$ cat config.mk
export PLATFORM = sky130hd
export DESIGN_NAME = unified_mem_arbiter
export DESIGN_NICKNAME = d
export VERILOG_FILES = /design/src/rtl/riscv_pipe_pkg.sv /design/src/rtl/arb_lat_tracker.sv /design/src/rtl/unified_mem_arbiter.sv
export SDC_FILE = /design/constraint.sdc
export NUM_CORES = 1
export LEC_CHECK = 0
export BUFFER_PORTS_ARGS = -buffer_cell sky130_fd_sc_hd__buf_4
export CAP_MARGIN = 20
export CORE_AREA = 3 3 96 98
export DETAILED_ROUTE_END_ITERATION = 8
export DIE_AREA = 0 0 99 101
export SYNTH_ARGS = -nofsm -noshare
export SYNTH_HDL_FRONTEND = slang
export SYNTH_HIERARCHICAL = 1
export SYNTH_SLANG_ARGS = --single-unit
$ cat constraint.sdc
create_clock -name clk_inter -period 3 [get_ports clk_inter]
set_clock_uncertainty 0.1 [all_clocks]
set_input_delay 0.3 -clock clk_inter [delete_from_list [all_inputs] [get_ports clk_inter]]
set_output_delay 0.3 -clock clk_inter [all_outputs]
set_load 0.1 [all_outputs]
$ cat src/rtl/riscv_pipe_pkg.sv
// ---------------------------------------------------------------------------------------------
// riscv_pipe_pkg
//   Shared types and constants for the pipeline memory arbiter.
//   arb_state_t : IDLE (no read outstanding) / RD_WAIT (one read outstanding)
//   arb_owner_t : which port owns the outstanding read
//   RAM_LAT_MAX : largest supported RAM read latency
// ---------------------------------------------------------------------------------------------
package riscv_pipe_pkg;

    typedef enum logic {
        IDLE,
        RD_WAIT
    } arb_state_t;

    typedef enum logic {
        OWN_IF,
        OWN_MEM
    } arb_owner_t;

    localparam int unsigned RAM_LAT_MAX = 4;
    // Counter holds RAM_LAT-1, i.e. 0..RAM_LAT_MAX-1
    localparam int unsigned LAT_CNT_W   = $clog2(RAM_LAT_MAX);

endpackage

$ cat src/rtl/arb_lat_tracker.sv
// ---------------------------------------------------------------------------------------------
// arb_lat_tracker
//   Tracks the single outstanding RAM read. On a read grant it loads RAM_LAT-1 and the owning
//   port, counts down each cycle, and flags the cycle in which read data is valid.
// Ports
//   clk_inter  in   pipeline clock
//   RESETn     in   asynchronous active-low reset (aborts an outstanding read)
//   rd_start   in   a read is granted this cycle
//   rd_owner   in   port owning the read being granted
//   grant_ok   out  a new access may be granted this cycle
//   rd_done    out  outstanding read delivers its data this cycle
//   rd_busy    out  read outstanding and not completing this cycle
//   cur_owner  out  owner of the outstanding read
// ---------------------------------------------------------------------------------------------
module arb_lat_tracker
    import riscv_pipe_pkg::*;
#(
    parameter int unsigned RAM_LAT = 1  // legal 1..RAM_LAT_MAX
) (
    input  logic       clk_inter,
    input  logic       RESETn,
    input  logic       rd_start,
    input  arb_owner_t rd_owner,
    output logic       grant_ok,
    output logic       rd_done,
    output logic       rd_busy,
    output arb_owner_t cur_owner
);

    localparam logic [LAT_CNT_W-1:0] LatInit = LAT_CNT_W'(RAM_LAT - 1);

    arb_state_t             state_q, state_d;
    logic [LAT_CNT_W-1:0]   lat_cnt_q, lat_cnt_d;
    arb_owner_t             owner_q, owner_d;

    always_comb begin
        rd_done   = (state_q == RD_WAIT) && (lat_cnt_q == '0);
        rd_busy   = (state_q == RD_WAIT) && !rd_done;
        // The rvalid cycle is also a grant slot, giving back-to-back reads
        grant_ok  = (state_q == IDLE) || rd_done;
        cur_owner = owner_q;

        state_d   = state_q;
        lat_cnt_d = lat_cnt_q;
        owner_d   = owner_q;
        if (rd_start) begin
            state_d   = RD_WAIT;
            lat_cnt_d = LatInit;
            owner_d   = rd_owner;
        end else if (rd_done) begin
            state_d   = IDLE;
        end else if (state_q == RD_WAIT) begin
            lat_cnt_d = lat_cnt_q - 1'b1;
        end
    end

    always_ff @(posedge clk_inter or negedge RESETn) begin
        if (!RESETn) begin
            state_q   <= IDLE;
            lat_cnt_q <= '0;
            owner_q   <= OWN_IF;
        end else begin
            state_q   <= state_d;
            lat_cnt_q <= lat_cnt_d;
            owner_q   <= owner_d;
        end
    end

endmodule

$ cat src/rtl/unified_mem_arbiter.sv
// ---------------------------------------------------------------------------------------------
// unified_mem_arbiter
//   Shares one single-port synchronous RAM between the IF (fetch) port and the MEM (load/store)
//   port. At most one grant per cycle, one outstanding read, read data returned RAM_LAT cycles
//   after the grant. MEM wins ties except after MAX_MEM_BURST consecutive MEM grants with IF
//   waiting, in which case IF is forced through.
// Ports
//   clk_inter, RESETn                        clock, asynchronous active-low reset
//   if_req/if_addr                           IF read request (held until if_gnt)
//   if_gnt/if_rvalid/if_rdata/if_stall       IF grant, read return, stall to hazard logic
//   mem_req/mem_we/mem_addr/mem_wdata        MEM request (held until mem_gnt)
//   mem_gnt/mem_rvalid/mem_rdata/mem_stall   MEM grant, load return, stall
//   ram_en/ram_we/ram_addr/ram_wdata         RAM command (combinational with the grant)
//   ram_rdata                                RAM read data, valid RAM_LAT cycles after ram_en
// Build option
//   ARB_PERF_CNT_EN : adds perf_if_stall_cnt, perf_mem_stall_cnt, perf_conflict_cnt outputs
//                     (wrapping 32-bit cycle counters). Undefined: ports and counters absent.
// Parameters
//   ADDR_W (<= 29), RAM_LAT (1..RAM_LAT_MAX), MAX_MEM_BURST (>= 1)
// ---------------------------------------------------------------------------------------------
module unified_mem_arbiter
    import riscv_pipe_pkg::*;
#(
    parameter int unsigned ADDR_W        = 10,
    parameter int unsigned RAM_LAT       = 1,
    parameter int unsigned MAX_MEM_BURST = 4
) (
    input  logic              clk_inter,
    input  logic              RESETn,
    input  logic              if_req,
    input  logic [31:0]       if_addr,
    output logic              if_gnt,
    output logic              if_rvalid,
    output logic [31:0]       if_rdata,
    output logic              if_stall,
    input  logic              mem_req,
    input  logic              mem_we,
    input  logic [31:0]       mem_addr,
    input  logic [31:0]       mem_wdata,
    output logic              mem_gnt,
    output logic              mem_rvalid,
    output logic [31:0]       mem_rdata,
    output logic              mem_stall,
    output logic              ram_en,
    output logic              ram_we,
    output logic [ADDR_W-1:0] ram_addr,
    output logic [31:0]       ram_wdata,
    input  logic [31:0]       ram_rdata
`ifdef ARB_PERF_CNT_EN
    ,
    output logic [31:0]       perf_if_stall_cnt,
    output logic [31:0]       perf_mem_stall_cnt,
    output logic [31:0]       perf_conflict_cnt
`endif
);

    localparam int unsigned          BURST_W  = $clog2(MAX_MEM_BURST + 1);
    localparam logic [BURST_W-1:0]   BurstMax = BURST_W'(MAX_MEM_BURST);

    logic             grant_ok, rd_done, rd_busy;
    arb_owner_t       cur_owner, rd_owner;
    logic             arb_ok, force_if, rd_start;
    logic [BURST_W-1:0] burst_cnt_q, burst_cnt_d;

    // Byte-offset and out-of-range address bits are intentionally ignored
    logic unused_addr_bits;
    assign unused_addr_bits = ^{if_addr[31:ADDR_W+2], if_addr[1:0],
                                mem_addr[31:ADDR_W+2], mem_addr[1:0]};

    arb_lat_tracker #(
        .RAM_LAT (RAM_LAT)
    ) u_lat_tracker (
        .clk_inter (clk_inter),
        .RESETn    (RESETn),
        .rd_start  (rd_start),
        .rd_owner  (rd_owner),
        .grant_ok  (grant_ok),
        .rd_done   (rd_done),
        .rd_busy   (rd_busy),
        .cur_owner (cur_owner)
    );

    always_comb begin
        // Requests seen while in reset must not reach the RAM or the stall outputs
        arb_ok   = RESETn && grant_ok;
        force_if = if_req && (burst_cnt_q == BurstMax);
        if_gnt   = arb_ok && if_req && (!mem_req || force_if);
        mem_gnt  = arb_ok && mem_req && !force_if;

        ram_en    = if_gnt || mem_gnt;
        ram_we    = mem_gnt && mem_we;
        ram_wdata = ram_we ? mem_wdata : '0;
        if (mem_gnt) begin
            ram_addr = mem_addr[ADDR_W+1:2];
        end else if (if_gnt) begin
            ram_addr = if_addr[ADDR_W+1:2];
        end else begin
            ram_addr = '0;
        end

        // Stores complete at grant and never occupy the latency tracker
        rd_start = if_gnt || (mem_gnt && !mem_we);
        rd_owner = mem_gnt ? OWN_MEM : OWN_IF;

        if_rvalid  = rd_done && (cur_owner == OWN_IF);
        mem_rvalid = rd_done && (cur_owner == OWN_MEM);
        if_rdata   = if_rvalid  ? ram_rdata : '0;
        mem_rdata  = mem_rvalid ? ram_rdata : '0;

        if_stall  = RESETn && if_req && !if_rvalid;
        mem_stall = RESETn && mem_req && !(mem_we ? mem_gnt : mem_rvalid);

        burst_cnt_d = burst_cnt_q;
        if (!if_req || if_gnt) begin
            burst_cnt_d = '0;
        end else if (mem_gnt && (burst_cnt_q != BurstMax)) begin
            burst_cnt_d = burst_cnt_q + 1'b1;
        end
    end

    always_ff @(posedge clk_inter or negedge RESETn) begin
        if (!RESETn) begin
            burst_cnt_q <= '0;
        end else begin
            burst_cnt_q <= burst_cnt_d;
        end
    end

`ifdef ARB_PERF_CNT_EN
    logic [31:0] perf_if_stall_cnt_q, perf_if_stall_cnt_d;
    logic [31:0] perf_mem_stall_cnt_q, perf_mem_stall_cnt_d;
    logic [31:0] perf_conflict_cnt_q, perf_conflict_cnt_d;

    always_comb begin
        perf_if_stall_cnt_d  = perf_if_stall_cnt_q + 32'(if_stall);
        perf_mem_stall_cnt_d = perf_mem_stall_cnt_q + 32'(mem_stall);
        // Conflict: both ports competing for a cycle in which a grant is possible
        perf_conflict_cnt_d  = perf_conflict_cnt_q + 32'(arb_ok && if_req && mem_req);
    end

    always_ff @(posedge clk_inter or negedge RESETn) begin
        if (!RESETn) begin
            perf_if_stall_cnt_q  <= '0;
            perf_mem_stall_cnt_q <= '0;
            perf_conflict_cnt_q  <= '0;
        end else begin
            perf_if_stall_cnt_q  <= perf_if_stall_cnt_d;
            perf_mem_stall_cnt_q <= perf_mem_stall_cnt_d;
            perf_conflict_cnt_q  <= perf_conflict_cnt_d;
        end
    end

    assign perf_if_stall_cnt  = perf_if_stall_cnt_q;
    assign perf_mem_stall_cnt = perf_mem_stall_cnt_q;
    assign perf_conflict_cnt  = perf_conflict_cnt_q;
`endif

`ifndef SYNTHESIS
    // A request still waiting for its grant must stay asserted. After a read grant the
    // requester keeps req up until rvalid; that hold window is exempt.
    logic if_hold, mem_hold;
    assign if_hold  = rd_busy && (cur_owner == OWN_IF);
    assign mem_hold = rd_busy && (cur_owner == OWN_MEM);

    a_if_req_held: assert property (@(posedge clk_inter) disable iff (!RESETn)
        (if_req && !if_gnt && !if_hold) |=> if_req)
        else $error("if_req dropped before if_gnt");

    a_mem_req_held: assert property (@(posedge clk_inter) disable iff (!RESETn)
        (mem_req && !mem_gnt && !mem_hold) |=> mem_req)
        else $error("mem_req dropped before mem_gnt");
`endif

endmodule

# ---- Yosys cells after proc, flatten, opt, wreduce, memory -nomap -nowiden
# Cells that the tools add are included.
# W data, S select, Z words.
dict set report word_totals {
  regBits 7
  output_inout_bits 114
  wordCells 57
}
dict set report classes {
  add_sub_neg 2
  eq_ne 3
  mux 14
  bitwise 2
  n_reduce_logical 32
}
# operator n
set op_table {}
lappend op_table {{$mux W32} 3}
lappend op_table {{$mux W10} 2}
lappend op_table {{$logic_and A1 B1 Y1} 16}
lappend op_table {{$logic_not A1 Y1} 6}
lappend op_table {{$mux W2} 3}
lappend op_table {{$mux W3} 2}
lappend op_table {{$reduce_bool A2 Y1} 3}
lappend op_table {{$logic_or A1 B1 Y1} 5}
lappend op_table {{$mux W1} 4}
lappend op_table {{$add A3 B1 Y3 const B} 1}
lappend op_table {{$eq A3 B3 Y1 const B} 1}
lappend op_table {{$ne A3 B3 Y1 const B} 1}
lappend op_table {{$logic_not A2 Y1} 1}
lappend op_table {{$ne A2 B1 Y1 const B} 1}
lappend op_table {{$not A1 Y1} 2}
lappend op_table {{$reduce_and A2 Y1} 1}
lappend op_table {{$sub A2 B1 Y2 const B} 1}

# ---- Depth between registers and ports, before layout
# Gate-level depths: netlist (run 1).
dict set report logic_depth {
  word_depth 10
  depth_mapped 10
  depth_no_buf 9
}

# ---- Cells and area by module
# Netlist (run 1), hierarchy kept.
# mod instances cells_each area_per_inst_um2 seq_area_each_um2
set modules_own_cells {}
lappend modules_own_cells {unified_mem_arbiter 1 154 1073.5 75.1}
lappend modules_own_cells {arb_lat_tracker 1 17 197.7 100.1}

# ---- Worst setup path after synthesis (run 1)
# Ideal clock, no wire load.
dict set report synth_path {
  kind {register to output}
  start {reg u_lat_tracker.lat_cnt_q[0]}
  end {out mem_stall}
  t_arrival_ns 3.675
  setup_slack_ns -1.075
  stages_incl_launch_ff 6
  n_path_buf 0
  cell_sequence {dfrtp_1 -> inv_1 -> ha_1 -> and2_1 -> and2_1 -> a211oi_1}
}
# item line_no
set synth_lines {}
lappend synth_lines {{start: declaration} arb_lat_tracker.sv:33} ;# logic [LAT_CNT_W-1:0] lat_cnt_q, lat_cnt_d;
lappend synth_lines {{start signal: assignment} arb_lat_tracker.sv:64} ;# lat_cnt_q <= lat_cnt_d;
lappend synth_lines {{$logic_not A2 Y1} arb_lat_tracker.sv:37} ;# rd_done = (state_q == RD_WAIT) && (lat_cnt_q == '0);
lappend synth_lines {{$logic_and A1 B1 Y1} arb_lat_tracker.sv:37}
lappend synth_lines {{net rd_done} unified_mem_arbiter.sv:60} ;# logic grant_ok, rd_done, rd_busy;
lappend synth_lines {{$logic_and A1 B1 Y1} unified_mem_arbiter.sv:106} ;# mem_rvalid = rd_done && (cur_owner == OWN_MEM);
lappend synth_lines {{net mem_rvalid} unified_mem_arbiter.sv:41} ;# output logic mem_rvalid,
lappend synth_lines {{$mux W1} unified_mem_arbiter.sv:111} ;# mem_stall = RESETn && mem_req && !(mem_we ? mem_gnt : mem_rvalid);
lappend synth_lines {{$logic_not A1 Y1} unified_mem_arbiter.sv:111}
lappend synth_lines {{$logic_and A1 B1 Y1} unified_mem_arbiter.sv:111}
lappend synth_lines {{end: declaration} unified_mem_arbiter.sv:43} ;# output logic mem_stall,
# The timed path passes the listed nets, and every way through them passes these cells.

# ---- Worst setup path in the final report (run 1)
dict set report layout_path {
  start {reg u_lat_tracker.lat_cnt_q[0]}
  end {out ram_wdata[2]}
}
dict set report layout_between {
  elab_chain_len 8
}
# item line_no
set layout_lines {}
lappend layout_lines {{$logic_not A2 Y1} arb_lat_tracker.sv:37}
lappend layout_lines {{$logic_and A1 B1 Y1} arb_lat_tracker.sv:37}
lappend layout_lines {{$logic_or A1 B1 Y1} arb_lat_tracker.sv:40} ;# grant_ok = (state_q == IDLE) || rd_done;
lappend layout_lines {{net grant_ok} unified_mem_arbiter.sv:60}
lappend layout_lines {{$logic_and A1 B1 Y1} unified_mem_arbiter.sv:85} ;# arb_ok = RESETn && grant_ok;
lappend layout_lines {{$logic_and A1 B1 Y1 (2 in a row)} unified_mem_arbiter.sv:88} ;# mem_gnt = arb_ok && mem_req && !force_if;
lappend layout_lines {{$logic_and A1 B1 Y1} unified_mem_arbiter.sv:91} ;# ram_we = mem_gnt && mem_we;
lappend layout_lines {{$mux W32} unified_mem_arbiter.sv:92} ;# ram_wdata = ram_we ? mem_wdata : '0;
lappend layout_lines {{end: declaration} unified_mem_arbiter.sv:47} ;# output logic [31:0] ram_wdata,
# The timed path passes the listed nets, and every way through them passes these cells.

==> results of run 1 <==
## power groups by stage
stage / sequential, mW / clock [mW] / combinational, mW
after detailed placement: 0.131 / 0 / 2.11
after floorplan: 0.132 / 0 / 1.64
final: 0.130 / 0.128 / 2.10
after global placement: 0.131 / 0 / 2.11
after global routing: 0.133 / 0.140 / 2.18
after CTS: 0.130 / 0.134 / 2.11
## cell usage in the layout, fill, tap and decap left out, types with 2 or more instances in the layout
cell	count
dfrtp_1	7
a22o_1	3
ha_1	3
clkbuf_8	3
inv_1	6
nand2_1	6
a22o_2	7
buf_4	210
and3_1	32
and2_1	55
and2_2	12
nor3_1	2
nor3b_1	2
## registers in the layout (all words and copies together), names as in the netlist
register,flops
u_lat_tracker/state_q,1
u_lat_tracker/cur_owner,1
burst_cnt_q,3
u_lat_tracker/lat_cnt_q,2
## area by class of cell
class / instances / area share, %
timing repair buffer: 211 / 53.3
multi-input combinational: 144 / 34.0
sequential: 7 / 5.89
tap: 108 / 4.54
clock buffer: 4 / 1.51
inverter: 6 / 0.757
## worst max path at each step
| stage | end | slack, ps | cells after the start |
|---|---|---|---|
| after floorplan | mem_stall | -110 | 5 |
| after global placement | u_lat_tracker/lat_cnt_q[0] | 450 | 10 |
| after detailed placement | ram_wdata[0] | 440 | 9 |
| after CTS | ram_wdata[0] | 210 | 9 |
| after global routing | ram_wdata[2] | 40 | 9 |
| final | ram_wdata[2] | 210 | 9 |
## stage by stage
step / power (mW) / std cells / worst slack (ps) / area, sq um / hold WS (ps)
after global routing: 2.45 / 480 / 40.7 / 2970 / 276
after global placement: 2.24 / 475 / 448 / 2920 / 47.9
after floorplan: 1.78 / 171 / -111 / 1290 / -95.6
after CTS: 2.38 / 480 / 205 / 2970 / 264
after detailed placement: 2.24 / 475 / 445 / 2920 / 49.4
final: 2.36 / 480 / 207 / 2970 / 267
## critical path, delay by kind of cell, from the launching register on
family | cells | cell delay (ps)
flops | 1 | 380
fa+ha+maj | 1 | 160
buf+inv | 4 | 820
simple gates | 3 | 550
compound gates | 1 | 260
## logic make-up after synthesis
logic type                 Yosys count  share of synthesized area [%]
DFF                                  7                           13.8
adders and majority gates            3                           2.95
AOI/OAI and AO/OA                   21                           14.8
buffers and inverters               20                           8.07
and+or+nand+nor                    118                           58.7
muxes                                2                           1.77
## routing by layer
layer / vias up / global-route usage, % / routed length, microns
li1: 981 / - / -
met1: 847 / 14.1 / 2500
met2: 68 / 19.2 / 3310
met3: 2 / 2.91 / 487
met4: 0 / 1.26 / 40
met5: - / 0 / 0
==> flow_summary_export.csv, run 1 <==
group,metric,value,unit
detailed_routing,wl_per_cell,13.2,microns
detailed_routing,routed_via_density,3.95,
setup_path,regToRegSetupSlack,470,ps
timing,fin_setup_tns,0,ps
finish,fillers,870,
global_routing,grt_max_degree,35,
floorplan,io_pins,247,
setup_path,startpoint,"u_lat_tracker/lat_cnt_q[0]",
yosys,synth_nets,307,
setup_path,cpMaxStageDelayCell,"dfrtp_1",
detailed_routing,vias,1898,
finish,drive_above_1_share,64.2,%
finish,register_area,175,sq um
yosys,synth_cell_types,35,
finish,layout.nets,509,
yosys,synth_area_leaders,"and2_1 (27%), and3_1 (16%), dfrtp_1 (14%)",
min_path,hold_depth,2,
placed_design,gp_congestion,0.731,
cts,cts_buffer_depth,2,
floorplan,rows,34,
floorplan,die_w,99,microns
cts,clkTransAtPathRegs,40,ps
yosys,synthFlopType,"dfrtp_1",
yosys,postSynthAreaPerCell,7.43,sq um
status,status,"finished, final reports clean",
min_path,hold_path.class,"in -> reg",
cts,cts-root-buf,"clkbuf_8",
yosys,synth.most_common_cell,"and2_1",
setup_path,critPathKind,"reg -> out",
setup_path,r2r_end,"u_lat_tracker/lat_cnt_q[0]",
timing,fin_crit,2790,ps
power,pwr-share-clk,5.4,%
floorplan,core,8550,sq um
timing,worstMarginPinSlew,284,ps
min_path,hp-start,"if_req",
setup_path,critPathMaxFanout,34,
timing,period_share,93.1,%
floorplan,die-area,10000,sq um
yosys,netlist_instances,171,
yosys,yosysTopAreaCellShare,27.1,%
setup_path,cp-end-kind,"output port",
timing,rsz0062_at_grt,"false",
detailed_routing,drt_wl_total,6.33,mm
yosys,ys_ff_latch,7,
yosys,yosys_warnings,6,
global_routing,grt_usage,11.0,%
run,max_cap_violations,0,
min_path,hold_end,"burst_cnt_q[0]",
yosys,synth_area,1270,sq um
setup_path,reg2reg_depth,10,
placed_design,dpl.hpwl,5.39,mm
power,pwr-share-comb,89.1,%
cts,clk_latency,220,ps
finish,utilization,34.8,%
setup_path,start_kind,"register",
setup_path,worstReg2RegStart,"u_lat_tracker/lat_cnt_q[0]",
timing,maxSlewHeadroom,81.0,%
yosys,synth-seq-area-share,13.8,%
power,p_switching,1.68,mW
yosys,synth_top_cell_by_area,"and2_1",
finish,areaGrowthSynthToFinish,134,%
power,p_leak,1.75,nW
cts,h-tree-depth,1,
global_routing,first_global_vias,1757,
yosys,synth-edff-count,0,
setup_path,cp_data_arrival_time,2390,ps
cts,cts_sinks,7,
setup_path,critPathRequiredTime,2600,ps
cts,ctsHoldBuffers,1,
global_routing,antenna_found_initial,0,
cts,cts_setup_buffers,0,
cts,cts_inserted_buffers,3,
placed_design,io_buffers,202,
setup_path,slowest_delay,380,ps
yosys,ys_top_cells_by_count,"and2_1 (55), and3_1 (32), and2_2 (12)",
detailed_routing,drt_pass1_iterations,4,
global_routing,grt_overflow,0,
power,p_sw_share,71.4,%
floorplan,fp.dieH,101,microns
cts,cts_resized,0,
detailed_routing,ant_nets,0,
power,p_int,0.674,mW
finish,diodes,0,
power,pwr_density_cell,793,nW/um^2
timing,hold_violations,0,
timing,setup_viol,0,
detailed_routing,first_iter_violations,42,
yosys,synth_async_sr_flop_share,100,%
timing,max_freq,358,MHz
timing,slew_viol_final,0,
detailed_routing,drcViolationCount,0,
power,ir_worst_vdd,0.342,mV
finish,multiInputGateArea,1010,sq um
setup_path,crit_chain,"inv_1 -> ha_1 -> and2b_1 -> inv_1 -> nand3_2 -> a311oi_4 -> buf_4 -> and2_2 -> buf_4",
cts,cts_tree,"built",
floorplan,initial_core_util,14.9,%
global_routing,grt_pass1_wl,9.24,mm
power,seq_power_share,5.5,%
Power figures use the tool's default switching activity.
==> inputs of run 2 (changes only) <==
CELL_PAD_IN_SITES_DETAIL_PLACEMENT = 1   (was default)
CELL_PAD_IN_SITES_GLOBAL_PLACEMENT = 2   (was default)
CORE_AREA = default   (was 3 3 96 98)
CORE_ASPECT_RATIO = 1.4   (was default)
CORE_MARGIN = 3   (was default)
CORE_UTILIZATION = 10   (was default)
DIE_AREA = default   (was 0 0 99 101)
PLACE_DENSITY = 0.91   (was default)
clock period = 2.4 ns   (was 3 ns; I/O delays follow)
==> run 2 against run 1 <==
Wire length increased by 56%; worst setup slack got worse by 330 ps; flip-flop and latch count unchanged; largest power group unchanged; die area increased by 41%; the flow now finishes with violations (setup timing); utilization increased by 2.1 points.
==> flow_summary_export.csv, run 2 (same netlist as run 1, synthesis figures left out) <==
group,metric,value,unit
finish,areaGrowthSynthToFinish,259,%
floorplan,io_pins,247,
finish,fillers,1340,
timing,slew_viol_final,0,
floorplan,fp.dieH,139,microns
setup_path,critPathMaxFanout,5,
detailed_routing,drt_pass1_iterations,4,
timing,worstMarginPinSlew,299,ps
floorplan,die_w,101,microns
global_routing,grt_max_degree,35,
status,status,"finished with violations",
setup_path,regToRegSetupSlack,-10,ps
timing,max_freq,397,MHz
timing,maxSlewHeadroom,80.0,%
min_path,hold_path.class,"in -> reg",
global_routing,grt_usage,11.8,%
global_routing,grt_pass1_wl,13.2,mm
cts,clkTransAtPathRegs,40,ps
floorplan,initial_core_util,10.3,%
floorplan,rows,48,
setup_path,worstReg2RegStart,"u_lat_tracker/lat_cnt_q[0]",
cts,h-tree-depth,1,
cts,clk_latency,230,ps
placed_design,io_buffers,202,
setup_path,r2r_end,"u_lat_tracker/lat_cnt_q[0]",
detailed_routing,drt_wl_total,9.87,mm
timing,fin_setup_tns,-3260,ps
detailed_routing,drcViolationCount,0,
timing,setup_viol,43,
min_path,hold_end,"burst_cnt_q[2]",
min_path,hold_depth,2,
run,max_cap_violations,0,
power,ir_worst_vdd,0.569,mV
setup_path,start_kind,"register",
detailed_routing,ant_nets,0,
detailed_routing,wl_per_cell,18.2,microns
timing,hold_violations,0,
power,power,4.03,mW
cts,cts_buffer_depth,2,
floorplan,die-area,14100,sq um
status,violations,"setup timing",
setup_path,reg2reg_depth,11,
detailed_routing,first_iter_violations,15,
setup_path,cp_data_arrival_time,2180,ps
floorplan,core,12400,sq um
placed_design,dpl.hpwl,6.07,mm
finish,drive_above_1_share,78.3,%
finish,diodes,0,
finish,largest_register_ffs,3,
finish,reg_top3,"burst_cnt_q x3, u_lat_tracker/lat_cnt_q x2",
setup_path,critPathKind,"reg -> out",
timing,fin_crit,2520,ps
min_path,hp-start,"if_req",
cts,cts_inserted_buffers,3,
detailed_routing,vias,2257,
cts,cts-root-buf,"clkbuf_16",
setup_path,critPathRequiredTime,2060,ps
power,pwr_density_cell,883,nW/um^2
power,p_leak,2.27,nW
timing,period_share,105,%
finish,largest_register,"burst_cnt_q",
setup_path,cp-end-kind,"output port",
placed_design,gp_congestion,0.704,
finish,layout.nets,529,
cts,cts_sinks,7,
finish,most-common-layout-cells,"buf_4 (133), buf_12 (73), and2_4 (48)",
global_routing,antenna_found_initial,0,
detailed_routing,routed_via_density,4.16,
global_routing,first_global_vias,2555,
global_routing,grt_overflow,0,
finish,layout_commonest_cell,"buf_4",
timing,rsz0062_at_grt,"true",
cts,cts_tree,"built",
timing,setup_ws,-120,ps
==> run 2: cell types whose count changed in the layout (fill, tap and decap cells not counted), moves of 3 or more <==
cell       delta
and2_2       -10
a22o_4       +10
buf_6        +13
clkbuf_8      -3
buf_12       +73
a22o_1        -3
buf_8         +6
clkbuf_16     +6
buf_4        -77
and2_4       +48
a22o_2        -7
and2_1       -38
==> run 2: layout make-up <==
class | instances | area [sq um] | area share (%)
Timing Repair Buffer | 231 | 2840 | 62.1
Multi-Input combinational cell | 144 | 1260 | 27.7
Tap cell | 150 | 188 | 4.11
Sequential cell | 7 | 175 | 3.84
Clock buffer | 4 | 78.8 | 1.73
Inverter | 6 | 22.5 | 0.493
==> run 2: what timing repair did <==
item,4_1_cts,5_1_grt
hold endpoints to repair,7,0
gates cloned,4,4
buffers inserted,10,4
pin swaps,20,1
hold buffers,1,0
endpoints found under the setup margin,48,82
gates resized for setup,180,113
==> run 2: stage by stage <==
stage | area (sq um) | hold WS, ps | util [%] | worst slack [ps] | cells
after floorplan | 1460 | -156 | - | -125 | 171
after global placement | 3120 | -10.8 | 25.2 | 45.3 | 516
after detailed placement | 3120 | -4.87 | 25.2 | 2.99 | 516
after CTS | 4030 | 207 | 32.6 | -73.7 | 535
after global routing | 4560 | 227 | 36.9 | -245 | 542
final | 4560 | 216 | 36.9 | -120 | 542
==> run 2: per-layer routing <==
| metal | part of all wire (%) | vias up | track usage [%] |
|---|---|---|---|
| met2 | 54 | 181 | 22.7 |
| met3 | 13 | 4 | 3.81 |
| met5 | 0 | - | 0 |
| met4 | 0.56 | 0 | 2.31 |
| met1 | 33 | 1051 | 12.1 |
| li1 | - | 1021 | - |
==> run 2: worst max path at each step <==
stage | slack (ps) | startpoint | depth (start not counted) | to
6_report | -120 | u_lat_tracker/lat_cnt_q[0] | 11 | ram_wdata[18]
2_1_floorplan | -130 | u_lat_tracker/lat_cnt_q[0] | 8 | ram_wdata[23]
4_1_cts | -70 | u_lat_tracker/lat_cnt_q[0] | 11 | ram_wdata[24]
3_5_place_dp | 3 | u_lat_tracker/lat_cnt_q[0] | 9 | ram_addr[0]
3_3_place_gp | 50 | u_lat_tracker/lat_cnt_q[0] | 9 | ram_addr[0]
5_1_grt | -250 | u_lat_tracker/lat_cnt_q[0] | 11 | ram_wdata[18]
==> run 2: where the power goes <==
| group | switching [mW] | total [mW] | internal (mW) | leakage [nW] |
|---|---|---|---|---|
| clock | 0.0633 | 0.284 | 0.221 | 0.0382 |
| combinational | 2.30 | 3.57 | 1.27 | 2.14 |
| sequential | 0.0236 | 0.171 | 0.148 | 0.0933 |
| total | 2.39 | 4.03 | 1.64 | 2.27 |
==> run 2: critical path, cell delays in order, from the launching register on <==
cell	delay [ps]
dfrtp_1	390
inv_1	70
ha_2	170
and2b_1	200
inv_2	100
nand3_4	80
a311oi_4	240
buf_6	160
buf_12	110
buf_16	110
and2_4	150
buf_12	170
